### src/rtl/adder_share_ctrl.sv
// adder_share_ctrl
//   Shares one 8-bit ripple-carry adder between two requesters. Each request is
//   an 8-bit or 16-bit add or subtract. A 16-bit operation takes two passes
//   through the adder, and the carry is held in a register between the passes.
//   Results leave on a single response channel that is tagged with the
//   requester id.
//
//   Parameters
//     RR_EN       1 = round-robin between requesters, 0 = requester 0 always wins
//
//   Ports
//     clk, reset            clock, synchronous active-high reset
//     reqN_valid/ready      request handshake for requester N (N = 0, 1)
//     reqN_a, reqN_b        16-bit operands (only [7:0] used for 8-bit ops)
//     reqN_sub              1 = A - B, 0 = A + B
//     reqN_wide             1 = 16-bit operation, 0 = 8-bit
//     rsp_valid/ready       response handshake
//     rsp_id                requester that owns the result
//     rsp_sum, rsp_cout     result and final carry (for sub: 1 = no borrow)
//     busy                  sequencer is not idle

// Plain 8-bit ripple-carry adder, the shared resource.
module fulladder_8bit (
    input  logic [7:0] a,
    input  logic [7:0] b,
    input  logic       cin,
    output logic [7:0] s,
    output logic       cout
);

    // The carry ripples through a local variable so that the carry chain is a
    // simple sequence of assignments rather than a self-referencing vector.
    always_comb begin
        logic carry;
        carry = cin;
        s     = '0;
        for (int i = 0; i < 8; i++) begin
            s[i]  = a[i] ^ b[i] ^ carry;
            carry = (a[i] & b[i]) | (carry & (a[i] ^ b[i]));
        end
        cout = carry;
    end

endmodule

module adder_share_ctrl #(
    parameter bit RR_EN = 1'b1
) (
    input  logic        clk,
    input  logic        reset,
    input  logic        req0_valid,
    output logic        req0_ready,
    input  logic [15:0] req0_a,
    input  logic [15:0] req0_b,
    input  logic        req0_sub,
    input  logic        req0_wide,
    input  logic        req1_valid,
    output logic        req1_ready,
    input  logic [15:0] req1_a,
    input  logic [15:0] req1_b,
    input  logic        req1_sub,
    input  logic        req1_wide,
    output logic        rsp_valid,
    input  logic        rsp_ready,
    output logic        rsp_id,
    output logic [15:0] rsp_sum,
    output logic        rsp_cout,
    output logic        busy
);

    typedef enum logic [1:0] {IDLE, LO, HI, RESP} state_t;

    state_t      state;
    logic [15:0] op_a;
    logic [15:0] op_b;
    logic        op_sub;
    logic        op_wide;
    logic        op_id;
    logic        carry_reg;
    logic        last_grant;
    logic [15:0] res_sum;
    logic        res_cout;

    logic        grant_id;
    logic [15:0] sel_a;
    logic [15:0] sel_b;
    logic        sel_sub;
    logic        sel_wide;
    logic [7:0]  add_a;
    logic [7:0]  add_b;
    logic        add_cin;
    logic [7:0]  add_s;
    logic        add_cout;

    // Arbitration: a lone requester wins outright; on a tie, round-robin
    // favours whoever was not granted last, fixed priority favours req0.
    always_comb begin
        grant_id = 1'b0;
        if (req0_valid && req1_valid) begin
            grant_id = RR_EN ? ~last_grant : 1'b0;
        end else if (req1_valid) begin
            grant_id = 1'b1;
        end
    end

    assign req0_ready = (state == IDLE) && !reset && req0_valid && !grant_id;
    assign req1_ready = (state == IDLE) && !reset && req1_valid &&  grant_id;
    assign busy       = (state != IDLE);

    assign sel_a    = grant_id ? req1_a    : req0_a;
    assign sel_b    = grant_id ? req1_b    : req0_b;
    assign sel_sub  = grant_id ? req1_sub  : req0_sub;
    assign sel_wide = grant_id ? req1_wide : req0_wide;

    // The adder sees the low bytes plus the sub carry-in during LO and the
    // high bytes plus the saved inter-pass carry during HI.
    always_comb begin
        add_a   = op_a[7:0];
        add_b   = op_b[7:0];
        add_cin = op_sub;
        if (state == HI) begin
            add_a   = op_a[15:8];
            add_b   = op_b[15:8];
            add_cin = carry_reg;
        end
    end

    fulladder_8bit u_adder (
        .a    (add_a),
        .b    (add_b),
        .cin  (add_cin),
        .s    (add_s),
        .cout (add_cout)
    );

    // Sequencer. B is stored already inverted for subtraction so both passes
    // are plain additions. The rsp_* outputs are loaded only on the first RESP
    // cycle, so they keep the last result after it has been accepted while the
    // internal result registers are reused by the next operation.
    always_ff @(posedge clk) begin
        if (reset) begin
            state      <= IDLE;
            op_a       <= '0;
            op_b       <= '0;
            op_sub     <= 1'b0;
            op_wide    <= 1'b0;
            op_id      <= 1'b0;
            carry_reg  <= 1'b0;
            last_grant <= 1'b1;
            res_sum    <= '0;
            res_cout   <= 1'b0;
            rsp_valid  <= 1'b0;
            rsp_id     <= 1'b0;
            rsp_sum    <= '0;
            rsp_cout   <= 1'b0;
        end else begin
            case (state)
                IDLE: begin
                    if (req0_ready || req1_ready) begin
                        op_a       <= sel_a;
                        op_b       <= sel_b ^ {16{sel_sub}};
                        op_sub     <= sel_sub;
                        op_wide    <= sel_wide;
                        op_id      <= grant_id;
                        last_grant <= grant_id;
                        state      <= LO;
                    end
                end
                LO: begin
                    res_sum[7:0] <= add_s;
                    carry_reg    <= add_cout;
                    if (op_wide) begin
                        state <= HI;
                    end else begin
                        res_sum[15:8] <= 8'h00;
                        res_cout      <= add_cout;
                        state         <= RESP;
                    end
                end
                HI: begin
                    res_sum[15:8] <= add_s;
                    res_cout      <= add_cout;
                    state         <= RESP;
                end
                RESP: begin
                    if (!rsp_valid) begin
                        rsp_valid <= 1'b1;
                        rsp_id    <= op_id;
                        rsp_sum   <= res_sum;
                        rsp_cout  <= res_cout;
                    end else if (rsp_ready) begin
                        rsp_valid <= 1'b0;
                        state     <= IDLE;
                    end
                end
                default: state <= IDLE;
            endcase
        end
    end

endmodule
### config.mk
export PLATFORM = sky130hd
export DESIGN_NAME = adder_share_ctrl
export DESIGN_NICKNAME = d
export VERILOG_FILES = /design/src/rtl/adder_share_ctrl.sv
export SDC_FILE = /design/constraint.sdc
export NUM_CORES = 1
export LEC_CHECK = 0
export CAP_MARGIN = 15
export CORE_MARGIN = 5
export CORE_UTILIZATION = 44
export CTS_CLUSTER_SIZE = 16
export DETAILED_ROUTE_END_ITERATION = 10
export GPL_ROUTABILITY_DRIVEN = 0
export GPL_TIMING_DRIVEN = 0
export PLACE_DENSITY = 0.73
export SLEW_MARGIN = 20
export SYNTH_ARGS = -nofsm -noshare
export SYNTH_HDL_FRONTEND = slang
export SYNTH_SLANG_ARGS = --single-unit
### constraint.sdc
create_clock -name clk -period 4.5 [get_ports clk]
set_clock_uncertainty 0.2 [all_clocks]
set_input_delay 1.35 -clock clk [delete_from_list [all_inputs] [get_ports clk]]
set_output_delay 1.35 -clock clk [all_outputs]
set_load 0.01 [all_outputs]
# Word-level counts from Yosys, hierarchy flattened

Index checks and enable logic that the tools add are counted.

Equal/unequal tests: 7
Bitwise operators: 43
Multiplexer cells: 20
Reductions and logical operators: 16

Operators by type and width:

| cell                 | count |
|---|---|
| $mux W16             | 2 |
| $mux W8              | 3 |
| $and A1 B1 Y1        | 16 |
| $pmux W8 S2          | 1 |
| $xor A1 B1 Y1        | 16 |
| $xor A16 B16 Y16     | 1 |
| $mux W1              | 9 |
| $or A1 B1 Y1         | 8 |
| $pmux W2 S4          | 1 |
| $logic_and A1 B1 Y1  | 6 |
| $mux W2              | 3 |
| $ne A2 B2 Y1 const B | 3 |
| $reduce_and A2 Y1    | 3 |
| $eq A2 B2 Y1 const B | 2 |
| $reduce_bool A2 Y1   | 2 |
| $reduce_and A3 Y1    | 1 |
| $eq A2 B1 Y1 const B | 1 |
| $logic_not A1 Y1     | 2 |
| $logic_not A2 Y1     | 1 |
| $ne A2 B1 Y1 const B | 1 |
| $not A1 Y1           | 2 |
| $pmux W1 S2          | 1 |
| $logic_or A1 B1 Y1   | 1 |

Word-level logic and storage cells: 101
Register bits: 75
Input bits: 73
Output and inout bits: 22

# Depth between registers and ports, before layout

Gate-level depths: netlist (run 1).

Depth after elaboration: 21
Depth in mapped cells: 17
Gate-level depth less buffers: 15

# By module

A second synthesis (run 1) with hierarchy kept.

Cell total of the unflattened synthesis: 424
Area, all modules: 4105.2 sq um

Modules (own cells, without submodules):

| module           | sequential area each (sq um) | times used | cells each | area an instance (sq um) |
|---|---|---|---|---|
| adder_share_ctrl | 1501.4                       | 1          | 406        | 3907.5 |
| fulladder_8bit   | 0.0                          | 1          | 18         | 197.7 |

# Worst setup path after synthesis (run 1)

OpenSTA, ideal clock, no wires.

Kind: flip-flop to flip-flop
From: register state[0]
To: register res_sum[15]
Buffers on the path: 2
Data arrival time: 4.599 ns
Library setup time: 0.071 ns
Clock period less this slack: 4.870 ns
Stages on the path, launching flop included: 18
Required time: 4.229 ns
Path slack: -0.370 ns
Cell sequence: dfxtp_1 -> inv_1 -> ha_1 -> buf_2 -> clkbuf_1 -> mux2_2 -> fa_1 -> fa_1 -> fa_1 -> fa_1 -> fa_1 -> inv_1 -> fa_1 -> fa_1 -> inv_1 -> fa_1 -> nand3_1 -> a21oi_1

Longest elaborated chain between the ends: 19
Elaborated cells on any way between the ends: 39
Those cells by class: eq/ne: 3; mux: 4; bitwise: 30; reduce/logical: 2

Ends and longest elaborated chain:

| element                | RTL line | RTL |
|---|---|---|
| start, declared        | 73       | `state_t state;` |
| start signal, assigned | 142      | `state <= IDLE;` |
| start signal, assigned | 166      | `state <= LO;` |
| start signal, assigned | 173      | `state <= HI;` |
| $eq A2 B2 Y1 (*)       | 121      | `if (state == HI) begin` |
| $mux W8                | 121      |  |
| $xor A1 B1 Y1          | 39       | `carry = (a[i] & b[i]) \| (carry & (a[i] ^ b[i]));` |
| $and A1 B1 Y1          | 39       |  |
| $or A1 B1 Y1           | 39       |  |
| $and A1 B1 Y1          | 39       |  |
| $or A1 B1 Y1           | 39       |  |
| $and A1 B1 Y1          | 39       |  |
| (+4 left out)          | -        |  |
| $or A1 B1 Y1           | 39       |  |
| $and A1 B1 Y1          | 39       |  |
| $or A1 B1 Y1           | 39       |  |
| $and A1 B1 Y1          | 39       |  |
| $or A1 B1 Y1           | 39       |  |
| $xor A1 B1 Y1 (*)      | 38       | `s[i] = a[i] ^ b[i] ^ carry;` |
| named net add_s[7]     | 92       | `logic [7:0] add_s;` |
| $pmux W8 S2 (*)        | 157      | `case (state)` |
| end signal, assigned   | 181      | `res_sum[15:8] <= add_s;` |
| end, declared          | 81       | `logic [15:0] res_sum;` |

The timed path passes the listed nets; every way through them passes the cells marked *.
A chain may end at the register's enable or synchronous reset.

# Worst setup path in the final report (run 1)

From: input port reset
To: output port req0_ready

Longest elaborated chain between the ends: 4

Ends and longest elaborated chain:

| element                           | RTL line | RTL |
|---|---|---|
| start, declared                   | 50       | `input logic reset,` |
| $logic_not A1 Y1                  | 106      | `assign req0_ready = (state == IDLE) && !reset && req0_valid && !grant_id;` |
| $logic_and A1 B1 Y1 (3 in series) | 106      |  |
| end, declared                     | 52       | `output logic req0_ready,` |

Every way passes these cells.

==> results of run 1 <==
## logic make-up after synthesis
logic type | after synthesis | share of synthesized area
buffers and inverters | 42 | 0.0471
adders and majority gates | 12 | 0.0573
and+or+nand+nor | 111 | 0.122
DFF | 75 | 0.409
AOI/OAI and AO/OA | 110 | 0.169
xor gates and xnor gates | 32 | 0.0764
muxes | 42 | 0.119
## placed cells by master, fill, tap and decap left out, types with 4 or more instances in the layout
master,Yosys,layout
mux2_2,13,11
buf_1,5,5
buf_4,0,6
nand3_1,7,6
buf_2,12,10
inv_1,6,4
nor2_1,13,13
o211ai_1,17,17
xnor2_1,16,16
a21oi_1,64,63
dfxtp_1,75,73
clkbuf_1,17,13
fa_2,0,7
nand2_1,83,83
o21ai_0,19,19
clkbuf_8,0,10
xor2_1,16,16
mux2i_1,29,29
clkdlybuf4s50_1,0,91
## repair_timing
item,4_1_cts,5_1_grt
setup endpoints to repair,7,6
resized for setup,5,18
pin swaps,0,10
setup buffers,4,0
## power by group
part           switching (W)  internal [W]  leakage (nW)
clock network       0.000255      0.000271         0.102
registers          0.0000613      0.000768         0.612
logic               0.000379      0.000323          1.11
total               0.000695       0.00136          1.83
## final cells by class
class / count / area, um^2 / share of cell area
clock buffer: 10 / 138 / 0.0275
tap: 105 / 131 / 0.0263
buffer: 31 / 138 / 0.0275
clock inverter: 6 / 65.1 / 0.0130
timing repair buffer: 96 / 953 / 0.191
sequential: 75 / 1510 / 0.301
multi-input combinational: 307 / 2040 / 0.408
inverter: 8 / 32.5 / 0.00650
## stage by stage
step | instance area, um^2 | power, W | worst slack [ns]
2_1_floorplan | 3690 | 0.00128 | 0.0546
3_3_place_gp | 4750 | 0.00150 | -0.535
3_5_place_dp | 4750 | 0.00152 | -0.552
4_1_cts | 4970 | 0.00205 | 0.0145
5_1_grt | 5000 | 0.00219 | -0.0118
6_report | 5000 | 0.00206 | 0.0868
## how the worst min path moves through the flow
stage | from | end | slack, ns | cells past startpoint
CTS | rsp_sum[1] | rsp_sum[1] | 0.26 | 2
detailed placement | res_sum[8] | res_sum[8] | 0.25 | 2
finish | res_sum[5] | rsp_sum[5] | 0.26 | 2
floorplan | res_sum[0] | rsp_sum[0] | 0.23 | 2
global route | res_sum[9] | rsp_sum[9] | 0.27 | 2
global placement | op_b[0] | op_b[0] | 0.24 | 2
## layer usage
| layer | wire length, um | share of wire |
|---|---|---|
| met4 | 100 | 0.011 |
| met2 | 4550 | 0.51 |
| met3 | 534 | 0.059 |
| met5 | 0 | 0 |
| met1 | 3800 | 0.42 |
## worst max-delay path, cell delays in order
cell and delay, ns:
clkdlybuf4s50_1 0.50, buf_4 0.22, nor3_1 0.22, clkdlybuf4s50_1 0.57
==> metrics.md, run 1 <==
| Metric | Value |
|---|---|
| Status | `finished clean` |
| Hold buffer count at CTS | `0` |
| CTS buffer count | `9` |
| Leakage | `1.83 nW` |
| Core area | `8180 um^2` |
| Final TNS setup | `0 ns` |
| Initial drt markers | `119` |
| # setup viols final | `0` |
| Pin count of the biggest net entering global routing | `15` |
| Critical R2R Launch | `state[0]` |
| Area Growth Syn to Fin | `36.4%` |
| Hold_ws | `0.256 ns` |
| Crit. End Element | `output pin` |
| Layout Nets | `613` |
| Critical setup path kind | `in2out` |
| Clock-pin slew on the worst setup and hold paths | `0.08 ns` |
| Syn_area_per_cell | `8.65 um^2` |
| DRT Pass-1 Iters | `4` |
| RR Endpoint | `res_sum[15]` |
| Fillers | `702` |
| Vias in the first global route | `3366` |
| CTS Buffer Depth | `2` |
| Asr flop ratio synth | `0` |
| Crit path from | `reset` |
| Yosys top cell area share | `0.409` |
| Count of cell types in the netlist | `31` |
| I/O Buffers | `92` |
| Layout Cells excl Fill | `638` |
| Root Buffer Master | `clkbuf_8` |
| Worst setup path endpoint | `req0_ready` |
| CTS H-tree lvls | `3` |
| DR vias | `3237` |
| Initial antenna violation count | `0` |
| Met3 Track Usage GR | `0.0393` |
| Post-synthesis sequential area ratio | `0.409` |
| Full die area | `10300 um^2` |
| Aggregate routed wire length | `8.98 mm` |
| Type of the worst min-delay path | `reg2reg` |
| Syn Inst Count | `424` |
| CTS tree | `yes` |
| Global route hottest layer | `met2` |
| Antenna diode count | `0` |
| R2R setup slack | `0.22 ns` |
| Vias per inst | `5.07` |
| Overall track demand over capacity in global routing | `0.188` |
| Antenna viol nets, final | `0` |
| Tmin final | `4.41 ns` |
| Clock latency on the worst-skew pair | `0.35 ns` |
| Layout cell share with drive strength beyond 1 | `0.118` |
| Post-Route Utilization | `0.612` |
| Main synth FF type | `dfxtp_1` |
| Fin crit share | `0.981` |
| Post-synth top cells | `83 x nand2_1, 75 x dfxtp_1, 64 x a21oi_1, 29 x mux2i_1, 19 x o21ai_0` |
| Slew headroom | `0.621` |
| Area contributors post-synth | `dfxtp_1 41%, a21oi_1 8.7%, nand2_1 8.5%, mux2i_1 7.9%, fa_1 4.4%` |
| HPWL Detailed | `7.15 mm` |
| Synth area leader | `dfxtp_1` |
| Synth Net Count | `509` |
| FF-to-FF path depth | `15` |
| Num rows | `33` |
| Routed wire per std cell | `14.1 um` |
| Fmax | `0.227 GHz` |
| Post-synth EDFFs | `0` |
| Chip Width | `101 um` |
| Placed insts | `621` |
| Synthesized area | `3670 um^2` |
| Met2 global-route usage | `0.327` |
| Synth Register Bits | `75` |
| Die Height | `101 um` |
| Fin. max-slew vios | `0` |
| Peak supply drop | `0.209 mV` |
| CP Max Fanout | `10` |
| CP arrival | `2.86 ns` |
| Required @ worst endpoint | `2.95 ns` |
| Ys Warns | `0` |
| CTS sink cnt | `75` |
| Power per Cell Area | `411 nW/um^2` |
| DRC | `0` |
| Slew @ Worst Pin | `0.568 ns` |
| Gr ovfl total | `0` |
| IO Pins | `95` |
| Most common cell in the synthesized netlist | `nand2_1` |
| First-pass GRT wire length | `15.5 mm` |
| Maxcap violations | `0` |
| Starting Density | `0.449` |
| Critical Path Start Type | `primary input` |
| GR Layer Usage met1 | `0.232` |
| Hold Vio Cnt, Final | `0` |
No activity file was read; power rests on OpenSTA's default activity.
==> run 2, diff against run 1 <==
CORE_UTILIZATION = 49   (was 44)
PLACE_DENSITY = 0.77   (was 0.73)
clock period = 5 ns   (was 4.5 ns; I/O delays follow)
==> run 2 against run 1 <==
Net effect: non-clock buffer count down 1; routed wire length down 2.1%; sequential share of layout area increased by 0.068 points; die area decreased by 9.2%; via count is 0.56% lower; count of clock-buffer cells in the layout did not move; power down 6.7%; first-iteration DRC count increased by 5.9%; sequential power is 10% lower.
==> metrics.md, run 2 (same netlist as run 1, synthesis figures left out) <==
| Metric | Value |
|---|---|
| First-pass GRT wire length | `15.1 mm` |
| Initial drt markers | `126` |
| Routed wire per std cell | `13.9 um` |
| Placed Area | `4710 um^2` |
| Gr ovfl total | `0` |
| CTS tree | `yes` |
| Placed insts | `615` |
| Starting Density | `0.506` |
| Vias in the first global route | `3274` |
| IO Pins | `95` |
| Crit. End Element | `output pin` |
| Commonest non-fill, non-tap cell in the layout | `clkdlybuf4s50_1` |
| Num rows | `31` |
| Type of the worst min-delay path | `reg2reg` |
| Initial antenna violation count | `0` |
| Total power | `0.00192 W` |
| Clock-pin slew on the worst setup and hold paths | `0.08 ns` |
| Critical setup path kind | `in2out` |
| # setup viols final | `0` |
| RSZ-0062 raised after global routing | `no` |
| Maxcap violations | `0` |
| Fmax | `0.205 GHz` |
| Antenna diode count | `0` |
| Slew headroom | `0.622` |
| Fin crit share | `0.974` |
| Power per Cell Area | `385 nW/um^2` |
| Vias per inst | `5.10` |
| Antenna viol nets, final | `0` |
| Die Height | `96.5 um` |
| DRC | `0` |
| Layout cell share with drive strength beyond 1 | `0.0883` |
| Fin. max-slew vios | `0` |
| CP Max Fanout | `10` |
| I/O Buffers | `92` |
| CTS H-tree lvls | `3` |
| CTS sink cnt | `75` |
| Overall track demand over capacity in global routing | `0.207` |
| Critical Path Start Type | `primary input` |
| Fillers | `618` |
| Chip Width | `96.5 um` |
| Worst slack at placement | `-0.382 ns` |
| DRT Pass-1 Iters | `4` |
| Status | `finished clean` |
| Layout Cells excl Fill | `631` |
| Hold Vio Cnt, Final | `0` |
| HPWL Detailed | `6.96 mm` |
| Setup ws final | `0.129 ns` |
| CTS buffer count | `9` |
| Area Growth Syn to Fin | `35.8%` |
| Area of the multi-input gates | `1990 um^2` |
| Required @ worst endpoint | `3.30 ns` |
| CP arrival | `3.17 ns` |
| Final instance area | `4980 um^2` |
| Slew @ Worst Pin | `0.567 ns` |
| DR vias | `3219` |
| Tmin final | `4.87 ns` |
| Post-Route Utilization | `0.687` |
| Commonest non-fill, non-tap cells in the layout | `92 x clkdlybuf4s50_1, 83 x nand2_1, 74 x dfxtp_1` |
| Peak supply drop | `0.181 mV` |
| CTS Buffer Depth | `2` |
| Leakage | `1.83 nW` |
| Core area | `7250 um^2` |
| Pin count of the biggest net entering global routing | `17` |
| Aggregate routed wire length | `8.79 mm` |
| Layout Nets | `612` |
| Sequential cell area | `1500 um^2` |
| Root Buffer Master | `clkbuf_8` |
| Clock latency on the worst-skew pair | `0.35 ns` |
| Full die area | `9310 um^2` |
-- run 2: cell types whose count changed in the layout (fill, tap and decap cells not counted), moves of 2 or more --
cell	previous run	this run
mux2_4	2	0
fa_2	7	0
inv_1	4	6
bufinv_16	1	3
mux2_2	11	13
buf_4	6	3
clkbuf_1	13	15
fa_1	1	8
-- run 2: final timing paths --
| kind | from | endpoint | depth (start not counted) | slack, ns |
|---|---|---|---|---|
| setup / recovery | reset | req0_ready | 4 | 0.13 |
| hold reg to reg | rsp_sum[14] | rsp_sum[14] | 2 | 0.25 |
| setup reg to reg | state[0] | res_sum[15] | 16 | 0.20 |
| hold / removal | rsp_sum[14] | rsp_sum[14] | 2 | 0.25 |
-- run 2: cell type report --
cell class                      instances  area share
Clock buffer                           10      0.0276
Inverter                                8     0.00603
Buffer                                 32      0.0289
Sequential cell                        75       0.302
Tap cell                               99      0.0249
Multi-Input combinational cell        307       0.400
Clock inverter                          6      0.0226
Timing Repair Buffer                   94       0.188
-- run 2: metrics by stage --
step / hold slack, ns / TNS, ns
floorplan: 0.231 / 0
global placement: 0.240 / -1.42
detailed placement: 0.245 / -2.03
CTS: 0.257 / 0
global route: 0.278 / 0
finish: 0.254 / 0
-- run 2: where the power goes --
| part | switching, W | internal (W) | total (W) |
|---|---|---|---|
| logic | 0.000331 | 0.000274 | 0.000605 |
| clock network | 0.000226 | 0.000346 | 0.000572 |
| registers | 0.0000522 | 0.000689 | 0.000742 |
| total | 0.000610 | 0.00131 | 0.00192 |
-- run 2: what timing repair did --
action,CTS,global route
resized for setup,1,4
pin swaps,0,0
cloned,0,0
hold buffers,0,0
setup buffers,0,2
setup endpoints to repair,9,6
-- run 2: critical path, cell delays in order --
cell             delay (ns)
clkdlybuf4s50_1        0.50
clkbuf_1               0.29
nor3_1                 0.30
clkdlybuf4s50_1        0.58
-- run 2: routing by layer --
layer | global-route usage | routed length (um)
met2 | 0.353 | 4260
met1 | 0.258 | 3860
met5 | 0 | 0
met3 | 0.0372 | 483
met4 | 0.0829 | 182
==> run 3, diff against run 2 <==
GPL_ROUTABILITY_DRIVEN = unset   (was 0)
SLEW_MARGIN = unset   (was 20)
==> results of run 3 <==
Final layout, timing and power as in run 2 (identical DEF).
